==> config.mk <==
export PLATFORM = sky130hd
export DESIGN_NAME = dmem_run_ctrl
export DESIGN_NICKNAME = d
export VERILOG_FILES = /design/src/rtl/dmem_run_ctrl.sv
export SDC_FILE = /design/constraint.sdc
export NUM_CORES = 1
export LEC_CHECK = 0
export ABC_AREA = 1
export CAP_MARGIN = 20
export CORE_MARGIN = 2
export CORE_UTILIZATION = 33
export DETAILED_ROUTE_END_ITERATION = 10
export PLACE_DENSITY = 0.82
export RECOVER_POWER = 50
export SLEW_MARGIN = 10
export SYNTH_ARGS = -nofsm -noshare
export SYNTH_HDL_FRONTEND = slang
export SYNTH_SLANG_ARGS = --single-unit
==> constraint.sdc <==
create_clock -name clk -period 1.7 [get_ports clk]
set_clock_uncertainty 0.2 [all_clocks]
set_input_delay 0.17 -clock clk [delete_from_list [all_inputs] [get_ports clk]]
set_output_delay 0.17 -clock clk [all_outputs]
set_load 0.01 [all_outputs]
==> src/rtl/dmem_run_ctrl.sv <==
// dmem_run_ctrl: sequences the data memory through clear, preload, CPU run
// with cycle budget, and a handshaked dump of every word.
// Optional feature macro: DMEM_CHECKSUM_EN adds dump_sum, the modulo-2**DATA_W
// sum of all dumped words, cleared when a new sequence starts.
module dmem_run_ctrl #(
  parameter int DATA_W      = 32,
  parameter int ADDR_W      = 5,
  parameter int DEPTH       = 32,
  parameter int INIT_WORDS  = 9,
  parameter int TIMEOUT_CYC = 250
) (
  input  logic              clk,
  input  logic              rst_n,
  input  logic              start,
  input  logic              load_valid,
  input  logic [DATA_W-1:0] load_data,
  output logic              load_ready,
  output logic              mem_we,
  output logic [ADDR_W-1:0] mem_addr,
  output logic [DATA_W-1:0] mem_wdata,
  input  logic [DATA_W-1:0] mem_rdata,
  output logic              cpu_run,
  input  logic              cpu_halt,
  output logic              dump_valid,
  input  logic              dump_ready,
  output logic [ADDR_W-1:0] dump_addr,
  output logic [DATA_W-1:0] dump_data,
  output logic              busy,
  output logic              done,
`ifdef DMEM_CHECKSUM_EN
  output logic [DATA_W-1:0] dump_sum,
`endif
  output logic              timeout
);

  // Address counter carries one extra bit so DEPTH == 2**ADDR_W never wraps.
  localparam int AW = ADDR_W + 1;
  localparam int RW = $clog2(TIMEOUT_CYC) + 1;

  localparam logic [AW-1:0] LAST_ADDR = AW'(DEPTH - 1);
  localparam logic [AW-1:0] LAST_INIT = AW'((INIT_WORDS > 0) ? INIT_WORDS - 1 : 0);
  localparam logic [RW-1:0] LAST_RUN  = RW'(TIMEOUT_CYC - 1);

  typedef enum logic [2:0] {
    S_IDLE  = 3'd0,
    S_CLEAR = 3'd1,
    S_LOAD  = 3'd2,
    S_RUN   = 3'd3,
    S_DUMP  = 3'd4,
    S_DONE  = 3'd5
  } state_t;

  state_t          state, nxt;
  logic [AW-1:0]   addr;
  logic [RW-1:0]   rcnt;
  logic            tmo;

  // State register
  always_ff @(posedge clk) begin
    if (!rst_n) state <= S_IDLE;
    else        state <= nxt;
  end

  // Next-state decode; start/halt/valid/ready only matter in their own phase
  always_comb begin
    nxt = state;
    case (state)
      S_IDLE, S_DONE: if (start) nxt = S_CLEAR;
      S_CLEAR: if (addr == LAST_ADDR) nxt = (INIT_WORDS == 0) ? S_RUN : S_LOAD;
      S_LOAD:  if (load_valid && addr == LAST_INIT) nxt = S_RUN;
      S_RUN:   if (cpu_halt || rcnt == LAST_RUN) nxt = S_DUMP;
      S_DUMP:  if (dump_ready && addr == LAST_ADDR) nxt = S_DONE;
      default: nxt = S_IDLE;
    endcase
  end

  // Address / run counters and timeout flag
  always_ff @(posedge clk) begin
    if (!rst_n) begin
      addr <= '0;
      rcnt <= '0;
      tmo  <= 1'b0;
    end else begin
      // run counter is held at 0 outside RUN so every RUN entry starts fresh
      rcnt <= (state == S_RUN) ? rcnt + 1'b1 : '0;
      case (state)
        S_IDLE, S_DONE: if (start) begin
          addr <= '0;
          tmo  <= 1'b0;
        end
        S_CLEAR: addr <= (addr == LAST_ADDR) ? '0 : addr + 1'b1;
        S_LOAD:  if (load_valid) addr <= (addr == LAST_INIT) ? '0 : addr + 1'b1;
        S_RUN: begin
          // halt wins over a coincident budget expiry
          if (cpu_halt)              tmo <= 1'b0;
          else if (rcnt == LAST_RUN) tmo <= 1'b1;
        end
        S_DUMP:  if (dump_ready) addr <= addr + 1'b1;
        default: ;
      endcase
    end
  end

  // Output decode; only LOAD write strobe/data and dump_data follow inputs
  always_comb begin
    load_ready = 1'b0;
    mem_we     = 1'b0;
    mem_addr   = '0;
    mem_wdata  = '0;
    cpu_run    = 1'b0;
    dump_valid = 1'b0;
    dump_addr  = '0;
    dump_data  = '0;
    busy       = 1'b0;
    done       = 1'b0;
    timeout    = tmo;
    case (state)
      S_CLEAR: begin
        busy     = 1'b1;
        mem_we   = 1'b1;
        mem_addr = addr[ADDR_W-1:0];
      end
      S_LOAD: begin
        busy       = 1'b1;
        load_ready = 1'b1;
        mem_we     = load_valid;
        mem_addr   = addr[ADDR_W-1:0];
        mem_wdata  = load_data;
      end
      S_RUN: begin
        busy    = 1'b1;
        cpu_run = 1'b1;
      end
      S_DUMP: begin
        busy       = 1'b1;
        dump_valid = 1'b1;
        mem_addr   = addr[ADDR_W-1:0];
        dump_addr  = addr[ADDR_W-1:0];
        dump_data  = mem_rdata;
      end
      S_DONE:  done = 1'b1;
      default: ;
    endcase
  end

`ifdef DMEM_CHECKSUM_EN
  logic [DATA_W-1:0] sum;

  // Running sum of dumped words, restarted with each new sequence
  always_ff @(posedge clk) begin
    if (!rst_n)                                          sum <= '0;
    else if ((state == S_IDLE || state == S_DONE) && start) sum <= '0;
    else if (state == S_DUMP && dump_ready)              sum <= sum + mem_rdata;
  end

  assign dump_sum = sum;
`endif

endmodule

==> summary.md <==
| Metric | Value |
|---|---|
| Worst setup timing slack at the placement stage | `-231 ps` |
| Critical path start-end classification | `reg -> out` |
| Port bufs | `150` |
| Final antenna diode count | `0` |
| Min-Delay Startpoint | `timeout` |
| Antenna violations before repair | `0` |
| Post-route design area | `3810 um2` |
| GRT Util Overall | `23.7%` |
| Cell taking the most area after synthesis | `inv_1` |
| Antenna Violating Nets Remaining | `0` |
| Placement-stage cell area | `3530 um2` |
| Final Instance Count excl. Fillers | `596` |
| Final slew viol count | `0` |
| Count of warnings emitted by yosys | `0` |
| Total detailed-routing wirelength | `7980 um` |
| Synthesized area per cell | `5.26 um2` |
| Cell chain of the critical path | `nor2_4 > nand2_8 > buf_12 > buf_6 > nor2_1 > buf_2` |
| Reg-to-Reg End | `state[0]` |
| Maximum clock frequency | `0.561 GHz` |
| Hold path cells | `2` |
| Final hold violation count | `0` |
| Actual transition at the worst max-transition pin | `221 ps` |
| GPL Wtd Cong | `0.911` |
| Top library cells by usage in the layout, fill and taps aside | `inv_1, clkdlybuf4s50_1, nor2_1` |
| Pin count of the biggest net entering global routing | `13` |
| Relative slew slack | `85.2%` |
| Share of final-layout standard cells stronger than drive strength 1 | `37.1%` |
| Maximum level of the CTS H-tree | `1` |
| WL/cell | `13.4 um` |
| Cells after Synth | `345` |
| Die X-Extent | `78.1 um` |
| Overflow left after global routing | `0` |
| Kind of end point of the critical path | `output pin` |
| Worst-case clock buffer depth | `2` |
| Initial cell density of the core | `34.9%` |
| Number of nets in the layout | `601` |
| Power per cell area | `1010 nW/um2` |
| Placed wire-length estimate after detailed placement | `5680 um` |
| CTS tree | `built` |
| Maximum Capacitance Violations | `0` |
| First-pass GRT wire length | `11,900 um` |
| CTS root buf | `clkbuf_8` |
| Height of the chip | `78.1 um` |
| Critical path peak fanout | `7` |
| Inserted Clock Buffers | `3` |
| Clock-pin slew of the registers on the worst-case setup and hold paths | `70 ps` |
| DRC viols | `0` |
| Number of sinks handled by clock tree synthesis | `19` |
| Kind of path behind the tightest hold check | `reg -> reg` |
| Post-Place Cells | `577` |
| Total standard cell area after synthesis | `1810 um2` |
| Number of rows created at floorplan | `26` |
| Register bit total from synthesis | `19` |
| Detailed-route via count | `2,611` |
| FF-to-FF Start | `state[1]` |
| Leakage power figure | `2.13 nW` |
| Final count of negative-setup-slack endpoints | `10` |
| Post-synth top area share | `21.3%` |
| Layout area overhead | `110%` |
| Worst Setup Slack, final | `-83.7 ps` |
| Worst Reg2Reg Path Length in Cells | `11` |
| Failing checks | `negative setup slack` |
| Most common cell after layout, fill and taps aside | `inv_1` |
| Crit path arrival time | `1410 ps` |
| Crit path max-delay cell type | `dfxtp_4` |
| Iteration-0 DRC Markers | `59` |
| Register area share after synthesis | `21.0%` |
| Via count of the first global-routing pass | `2,475` |
| Final period util | `105%` |
| Die Area | `6110 um2` |
| Crit path time final | `1780 ps` |
| Timing startpoint of the critical path | `state[1]` |
| End point of the worst hold path | `timeout` |
| Post-synth net total | `419` |
| Number of distinct library cell variants in the gate-level netlist after synthesis | `27` |
| Clock insertion delay at the later pin of the skew report | `260 ps` |
| CTS hold repair buffers | `0` |
| Leading post-synthesis cells by cell area | `inv_1, dfxtp_1, nor2_1` |
| Sort of element at the start of the critical path | `register` |
| Slowest stage delay, CP | `370 ps` |
| Status | `complete, but fails checks` |
| Vias per Instance | `4.38` |
| Required time at the worst-slack endpoint | `1330 ps` |
| Core ar. | `5200 um2` |
| Unrepaired setup endpoints after global routing | `true` |
| Overall Power | `3.86 mW` |
| Final core area utilization | `73.3%` |
| IR Drop Worst-Case VDD | `888 uV` |
| Setup slack, reg-to-reg | `0 ps` |
| Count of boundary I/O pins | `151` |
| Detailed Routing Iterations Pass 1 | `4` |
-- how the worst max path moves through the flow --
stage	to	slack, ps	depth (start not counted)
2_1_floorplan	dump_addr[0]	190	6
3_3_place_gp	busy	-190	7
3_5_place_dp	dump_data[0]	-230	4
4_1_cts	busy	-130	7
5_1_grt	dump_data[9]	-130	6
6_report	dump_data[9]	-80	6
-- where the power goes --
| group | total, mW | internal [mW] | switching [mW] |
|---|---|---|---|
| registers | 0.619 | 0.521 | 0.0985 |
| clock network | 0.312 | 0.163 | 0.149 |
| logic | 2.93 | 1.39 | 1.53 |
-- worst max-delay path, delay by kind of cell, from the launching register on --
kind	cells	cell delay (ps)
buffers and inverters	3	410
DFF	1	370
and+or+nand+nor	3	390
-- routing by layer --
metal | wire [um] | track usage [%]
met5 | 0 | 0
met4 | 243 | 8.07
met3 | 610 | 4.48
met2 | 4110 | 44.6
met1 | 3010 | 26.7
-- stage by stage --
step	TNS [ps]	hold slack, ps
after floorplan	0	227
after global placement	-8490	238
after detailed placement	-11650	244
after CTS	-1510	257
after global routing	-1750	282
final	-438	248
-- synthesized netlist by cell type (all sizes together) --
master / instances
a21oi: 10
buf: 8
clkbuf: 3
dfxtp: 19
ha: 4
inv: 107
nand2: 57
nand3: 20
nand4: 1
nor2: 98
nor3: 1
o21ai: 14
o21bai: 1
xnor2: 1
xor2: 1
-- kinds of logic after synthesis --
family,synth area share [%]
xor+xnor,0.966
compound gates,7.24
fa+ha+maj,2.76
buf+inv,26.1
flops,21.0
simple gates,42.0
-- cell type report --
| cell class | count | area [um2] |
|---|---|---|
| clock inverter | 1 | 5.00 |
| sequential | 19 | 395 |
| clock buffer | 3 | 41.3 |
| fill | 420 | 1390 |
| inverter | 107 | 409 |
| tap | 70 | 87.6 |
| multi-input combinational | 208 | 1260 |
| timing repair buffer | 188 | 1620 |
-- sequential cells by signal (all words and copies together), names as in the netlist --
name,flops
timeout,1
rcnt,9
state,3
addr,6
-- repair_timing --
action,CTS,global route
gates cloned,4,0
resized for setup,336,103
pin swaps,6,12
setup endpoints to repair,89,72
buffers inserted,9,4
Note: power is estimated with default switching activity, not from simulation.
